==> config.mk <==
export PLATFORM = sky130hd
export DESIGN_NAME = lat_counter
export DESIGN_NICKNAME = d
export VERILOG_FILES = /design/src/rtl/mult_table_checker_lat_counter.sv
export SDC_FILE = /design/constraint.sdc
export NUM_CORES = 1
export LEC_CHECK = 0
export ABC_AREA = 1
export BUFFER_PORTS_ARGS = -buffer_cell sky130_fd_sc_hd__buf_2
export CAP_MARGIN = 40
export CELL_PAD_IN_SITES_DETAIL_PLACEMENT = 1
export CELL_PAD_IN_SITES_GLOBAL_PLACEMENT = 2
export CORE_AREA = 2 2 39 41
export CTS_BUF_LIST = sky130_fd_sc_hd__clkbuf_8
export CTS_CLUSTER_DIAMETER = 60
export DETAILED_ROUTE_END_ITERATION = 10
export DIE_AREA = 0 0 41 43
export HOLD_SLACK_MARGIN = 0.05
export PLACE_DENSITY_LB_ADDON = 0.12
export SLEW_MARGIN = 40
export SYNTH_ARGS = -nofsm -noshare
export SYNTH_HDL_FRONTEND = slang
export SYNTH_SLANG_ARGS = --single-unit
==> constraint.sdc <==
create_clock -name clk -period 1.8 [get_ports clk]
set_clock_uncertainty 0.1 [all_clocks]
set_input_delay 0.09 -clock clk [delete_from_list [all_inputs] [get_ports clk]]
set_output_delay 0.09 -clock clk [all_outputs]
set_load 0.005 [all_outputs]
==> src/rtl/mult_table_checker_lat_counter.sv <==
// lat_counter: loadable down-counter with zero flag, times the memory read latency
// ports: clk, rst_n (async active-low), load/load_val (preset), dec (count down), zero (count is 0)
module lat_counter #(
    parameter int W = 3
) (
    input  logic         clk,
    input  logic         rst_n,
    input  logic         load,
    input  logic         dec,
    input  logic [W-1:0] load_val,
    output logic         zero
);
    logic [W-1:0] cnt;
    always_ff @(posedge clk or negedge rst_n)
        if (!rst_n)
            cnt <= '0;
        else if (load)
            cnt <= load_val;
        else if (dec && !zero)
            cnt <= cnt - W'(1);
    assign zero = cnt == '0;
endmodule

# --- Word level (Yosys, flattened, before mapping) ---
# Cells that the tools add are included.
op_classes:
  addsub: 1
  mul: 0
  div_mod_pow: 0
  n_lt_le_gt_ge: 0
  n_eq_ne: 0
  n_shift: 0
  mux: 2
  bitwise: 0
  reduce_logical: 4
ops:
  columns: ["cell", "n"]
  rows:
  - ["$mux W3", 2]
  - ["$logic_not A3 Y1", 1]
  - ["$sub A3 B1 Y3 const B", 1]
  - ["$reduce_bool A2 Y1", 1]
  - ["$logic_and A1 B1 Y1", 1]
  - ["$logic_not A1 Y1", 1]
totals:
  reg_bits: 3
  latch_bits: 0
  mem_bits_rw: 0
  rom_bits: 0
  inputBits: 7
  out_inout_bits: 1
  n_memories: 0

# --- Logic depth before layout (Yosys ltp) ---
# Gate-level depths: netlist (run 1).
depth:
  ltp_word: 5
  mapped_depth: 8
  ltp_nobuf: 8

# --- Worst setup path before layout (run 1) ---
# OpenSTA, ideal clock, no wires.
synth_timing:
  path_type: "register to register"
  start: "register cnt[0]"
  end: "register cnt[0]"
  setup_time_ps: 116
  arrival_ps: 1018
  path_slack_ps: 565
  stages_incl_launch_ff: 9
  synth_period_minus_slack_ps: 1235
  cell_sequence: "dfrtp_1 inv_1 ha_1 ha_1 inv_1 nand2_1 nand2_2 nand2_1 nand2_1"
synth_via:
  elab_chain_cells: 4
  elab_cells_between_ends: 7
synth_lines:
  columns: ["element", "line_no", "text"]
  rows:
  - ["start, declared", "13", "logic [W-1:0] cnt;"]
  - ["start signal, assigned", "18", "cnt <= load_val;"]
  - ["start signal, assigned", "20", "cnt <= cnt - W'(1);"]
  - ["$logic_not A3 Y1", "21", "assign zero = cnt == '0;"]
  - ["named net zero", "11", "output logic zero"]
  - ["$logic_not A1 Y1", "19", "else if (dec && !zero)"]
  - ["$logic_and A1 B1 Y1", "19", null]
  - ["$reduce_bool A2 Y1 (no source line)", null, null]
# The timed path passes the listed nets, and every way through them passes these cells. The select of a mux whose other input is x is not followed.
# A chain may end at the register's enable or synchronous reset.

# --- Worst setup path after layout (run 1) ---
layout_timing:
  start: "register cnt[0]"
  end: "register cnt[1]"
layout_via:
  elab_chain_cells: 4
  elab_cells_between_ends: 7
layout_lines:
  columns: ["element"]
  rows:
  - ["branches (longest 4 deep; another with $sub A3 B1 Y3)"]
# Parallel ways; which one is timed is not known. The select of a mux whose other input is x is not followed.

==> flow_metrics.tcl, run 1 <==
set metrics [dict create \
    die_area_mm2 0.00176 \
    switching_power_uw 105 \
    p_int_uw 271 \
    synth-seq-cells 3 \
    core_area_mm2 0.00138 \
    p_sw_frac 0.279 \
    tightest_slew_ns 0.173 \
    postCtsSetupBuffers 0 \
    portBuffers 7 \
    syn-num-nets 36 \
    clock_path_buffers 2 \
    rows 14 \
    antenna_found_initial 0 \
    synthDistinctLibCells 8 \
    cts.repair.resized 0 \
    comb_power_share 0.241 \
    cts_sinks 3 \
    io_pins 8 \
    diodes 0 \
    place_inst 50 \
    worstReg2RegEnd "cnt[1]" \
    grt-ovfl-total 0 \
    place_congestion 0.660 \
    regMostFlops "cnt" \
    arrival_ns 1.33 \
    die_x_um 41 \
    endpoint_kind "flop" \
    grtUsageTotal 0.0844 \
    finalSetupViolCount 0 \
    top_regs "cnt x3" \
    max-cap-violations 0 \
    clockPowerShare 0.499 \
    min_period_ns 1.33 \
    ant_nets 0 \
    ir_drop_v 0.000512 \
    drtIter0Drc 1 \
    area_growth_pct 57.1 \
    wl_per_cell_um 8.82 \
    crit_type "flop to flop" \
    cellLeakagePower_uw 0.000173 \
    fin_setup_tns_ns 0 \
    dieHeight_um 43 \
    htree_levels 1 \
    wl_um 485 \
    r2r_cells 8 \
    r2r-start "cnt[0]" \
    finalInstanceArea_um2 303 \
    root_buffer "clkbuf_8" \
    via_count 199 \
    finalNonFillerCells 55 \
    drive_above_1_share 0.308 \
    rsz0062_at_grt "false" \
    maxSlewViolCount 0 \
    cts_tree "yes" \
    pwr-share-seq 0.259 \
    clk_latency_ns 0.21 \
    post-route-drc-count 0 \
    critPathLaunchType "flop" \
    path_clk_slew_ns 0.03 \
    netlist_area_um2 193 \
    fmax_ghz 0.750 \
    syn_avg_cell_area_um2 7.14 \
    grt_pass1_vias 236 \
    dr.pass1.iters 4 \
    placed_cell_area_um2 248 \
    relSlewSlack 0.883 \
    largest_register_ff_count 3 \
    pre_cts_slack_ns 0.437 \
    cts_buffers 3 \
    hp-class "input pin to async pin" \
    worst_slack_ns 0.467 \
    start_util 0.139 \
    p_per_area_mw_per_mm2 1240 \
    nets 49 \
    finalCritPeriodShare 0.741 \
    r2r_setup_slack_ns 0.47 \
    status "completed" \
    syn-instance-count 27 \
    ys_seq_area_frac 0.390 \
    n_fill_cell 179 \
    critPathRequiredTime_ns 1.80 \
    vias_per_cell 3.62 \
    grt_pass1_wl_um 945 \
    ys_warn_count 0 \
    hold_viol 0 \
    cp_max_fo 4 \
    dp_hpwl_um 408 \
    grt_max_degree 8 \
]
==> worst max path at each step <==
| stage | slack, ns | from | cells past startpoint | endpoint |
|---|---|---|---|---|
| 2_1_floorplan | 0.57 | cnt[0] | 8 | cnt[0] |
| 3_3_place_gp | 0.45 | cnt[0] | 8 | cnt[1] |
| 3_5_place_dp | 0.44 | cnt[0] | 8 | cnt[1] |
| 4_1_cts | 0.43 | cnt[0] | 8 | cnt[1] |
| 5_1_grt | 0.29 | cnt[0] | 8 | cnt[1] |
| 6_report | 0.47 | cnt[0] | 8 | cnt[1] |
==> area by class of cell <==
type | instances | area [um2] | share of cell area
clock buffer | 3 | 41.3 | 0.136
clock inverter | 1 | 3.75 | 0.0124
inverter | 5 | 18.8 | 0.0620
multi-input combinational | 19 | 98.8 | 0.326
sequential | 3 | 75.1 | 0.248
tap | 16 | 20.0 | 0.0661
timing repair buffer | 8 | 45.0 | 0.149
==> synthesized netlist by cell type <==
cell,number,area [um2]
nand2_1,10,37.5
inv_1,4,15.0
dfrtp_1,3,75.1
nand3_1,3,15.0
o21ai_0,3,15.0
ha_1,2,25.0
inv_2,1,3.75
nand2_2,1,6.26
==> cells by family after synthesis <==
| logic type | synth area share |
|---|---|
| AOI/OAI and AO/OA | 0.0779 |
| and+or+nand+nor | 0.305 |
| DFF | 0.390 |
| adders and majority gates | 0.130 |
| buffers and inverters | 0.0974 |
==> placed cells by master (no fill, tap or decap) <==
master / netlist / layout
dlygate4sd3_1: 0 / 1
nand2_1: 10 / 10
inv_1: 4 / 5
nand2_2: 1 / 1
inv_2: 1 / 1
buf_2: 0 / 7
dfrtp_1: 3 / 3
clkbuf_8: 0 / 3
nand3_1: 3 / 3
ha_1: 2 / 2
o21ai_0: 3 / 3
==> stage by stage <==
stage	hold slack [ns]	total power [uW]	util
after detailed placement	-0.211	193	0.179
after floorplan	-0.306	155	-
after CTS	0.0946	389	0.219
after global placement	-0.211	191	0.179
after global routing	0.0971	419	0.219
final	0.100	376	0.219
==> layer usage <==
| layer | wire length, um | global-route usage |
|---|---|---|
| met4 | 0 | 0.0800 |
| met5 | 0 | 0 |
| met1 | 236 | 0.103 |
| met3 | 24 | 0.0471 |
| met2 | 224 | 0.0969 |
==> critical path: stages (launching register included) <==
cell     delay (ns)
dfrtp_1        0.38
inv_1          0.06
ha_1           0.14
ha_1           0.16
inv_1          0.04
nand2_1        0.13
nand2_2        0.09
nand2_1        0.07
nand2_1        0.05
==> what timing repair did <==
action,in CTS,in global routing
endpoints found under the hold margin,3,0
endpoints found under the setup margin,0,0
hold buffers,1,0
==> power by group through the flow <==
stage | combinational, uW | clock, uW | sequential (uW)
6_report | 90.8 | 188 | 97.5
5_1_grt | 114 | 203 | 101
2_1_floorplan | 59.6 | 0 | 95.6
3_5_place_dp | 94.5 | 0 | 98.9
3_3_place_gp | 92.0 | 0 | 99.3
4_1_cts | 96.4 | 194 | 98.1
Power figures use the tool's default switching activity.
==> run 2: changes to the inputs <==
==> constraint.sdc (replaced) <==
create_clock -name clk -period 1.1 [get_ports clk]
set_clock_uncertainty 0.1 [all_clocks]
set_input_delay 0.055 -clock clk [delete_from_list [all_inputs] [get_ports clk]]
set_output_delay 0.055 -clock clk [all_outputs]
set_load 0.005 [all_outputs]
==> run 2 against run 1 <==
The run now ends with negative setup slack left; design area rose by 15%; power up 86%; core utilization grew 3.3 points; sequential cell count unchanged; clock-buffer cell count unchanged; via count grew 9.5%; combinational power rose to 2.6 times the previous value; routed wire length up 5.8%; cell count increased by 3.6%; register-to-register slack got worse by 0.59 ns; critical path type unchanged; critical endpoint is now cnt[2].
==> flow_metrics.tcl, run 2 (same netlist as run 1, synthesis figures left out) <==
set metrics [dict create \
    pre_cts_slack_ns -0.184 \
    io_pins 8 \
    vias_per_cell 3.82 \
    grt_pass1_wl_um 903 \
    violations "negative setup slack" \
    grt-ovfl-total 0 \
    dp_hpwl_um 409 \
    antenna_found_initial 0 \
    worst_slack_ns -0.125 \
    cp_max_fo 4 \
    critPathLaunchType "flop" \
    hp-class "input pin to flop" \
    crit_slowest_cell "dfrtp_1" \
    grt_pass1_vias 227 \
    finalCritPeriodShare 1.11 \
    cellLeakagePower_uw 0.000189 \
    fmax_ghz 0.816 \
    clk_latency_ns 0.21 \
    hold_viol 0 \
    rsz0062_at_grt "true" \
    hold_slack_ns 0.0635 \
    area_growth_pct 81.2 \
    crit_path_cell_trace "inv_1, ha_2, ha_4, inv_2, nand2_4, nand2_4, nand2_1, nand2_1" \
    slowest_delay_ns 0.37 \
    endpoint_kind "flop" \
    dieHeight_um 43 \
    die_area_mm2 0.00176 \
    drive_above_1_share 0.463 \
    via_count 218 \
    clock_path_buffers 2 \
    wl_um 513 \
    final_cell_mix "9 x nand2_1, 7 x buf_2, 4 x inv_1" \
    status "complete, but fails checks" \
    arrival_ns 1.22 \
    grt_max_degree 8 \
    drtIter0Drc 3 \
    relSlewSlack 0.893 \
    portBuffers 7 \
    p_per_area_mw_per_mm2 2010 \
    regMostFlops "cnt" \
    cts_buffers 3 \
    root_buffer "clkbuf_8" \
    grtUsageTotal 0.0815 \
    maxSlewViolCount 0 \
    ir_drop_v 0.000874 \
    diodes 0 \
    post-route-drc-count 0 \
    dr.pass1.iters 3 \
    ant_nets 0 \
    start_util 0.139 \
    cts_tree "yes" \
    finalSetupViolCount 4 \
    htree_levels 1 \
    max-cap-violations 0 \
    cts_sinks 3 \
    critPathRequiredTime_ns 1.10 \
    die_x_um 41 \
    final_common_cell "nand2_1" \
    crit_type "flop to flop" \
    nets 51 \
    rows 14 \
    min_period_ns 1.22 \
    top_regs "cnt x3" \
    tightest_slew_ns 0.158 \
    core_area_mm2 0.00138 \
    wl_per_cell_um 9.00 \
    place_congestion 0.645 \
    largest_register_ff_count 3 \
    path_clk_slew_ns 0.03 \
]
==> run 2: changes by cell type in the layout (fill, tap and decap cells not counted) <==
cell	before	now
inv_1	5	4
nand2_2	1	0
o21ai_2	0	1
inv_2	1	2
buf_4	0	2
o21ai_0	3	2
ha_4	0	1
nand2_1	10	9
nand2_4	0	2
ha_1	2	0
ha_2	0	1
==> run 2: per-stage QoR <==
| stage | total power, uW | utilization | std cells | TNS (ns) | area (um2) |
|---|---|---|---|---|---|
| finish | 700 | 0.252 | 57 | -0.473 | 349 |
| global route | 767 | 0.252 | 57 | -0.710 | 349 |
| CTS | 705 | 0.250 | 57 | -0.524 | 345 |
| detailed placement | 348 | 0.192 | 50 | -0.540 | 265 |
| global placement | 343 | 0.192 | 50 | -0.506 | 265 |
| floorplan | 293 | - | 27 | -0.268 | 210 |
==> run 2: area by class of cell <==
type                    count  area (um2)
clock buffers               3        41.3
clock inverters             1        3.75
fillers                   171        1030
inverters                   5        18.8
multi-input cells          19         130
flip-flops and latches      3        75.1
well taps                  16        20.0
repair buffers             10        60.1
==> run 2: worst max-delay path: cells and delay by family (launching register included) <==
family | cells | cell delay (ns)
DFF | 1 | 0.37
and+or+nand+nor | 4 | 0.23
adders and majority gates | 2 | 0.31
buffers and inverters | 2 | 0.10
==> run 2: report_power, final <==
group	switching (uW)	leakage, uW	internal (uW)
combinational	118	0.000125	120
clock	66.1	0.0000269	237
sequential	16.7	0.0000366	142
==> run 2: worst paths after layout <==
| check | end | from | cells after the start | slack [ns] |
|---|---|---|---|---|
| max in group asynchronous | cnt[2] | rst_n | 2 | 0.73 |
| setup reg to reg | cnt[2] | cnt[0] | 8 | -0.12 |
| hold / removal | cnt[2] | load_val[2] | 5 | 0.06 |
| hold reg to reg | cnt[2] | cnt[2] | 2 | 0.43 |
| setup / recovery | cnt[2] | cnt[0] | 8 | -0.12 |
| min in group asynchronous | cnt[1] | rst_n | 2 | 0.07 |
==> run 2: repair_timing <==
item	in CTS	in global routing
buffers inserted	2	0
hold endpoints to repair	3	0
endpoints found under the setup margin	4	4
gates resized for setup	2	1
cloned	0	0
pin swaps	1	1
hold buffers	1	0
==> run 2: layer usage <==
layer	GRT usage	wire [um]	vias to the layer above	part of all wire
met5	0	0	-	0
met1	0.0939	222	101	0.43
met2	0.106	264	5	0.51
met4	0.0800	0	0	0
li1	-	-	112	-
met3	0.0314	26	0	0.051
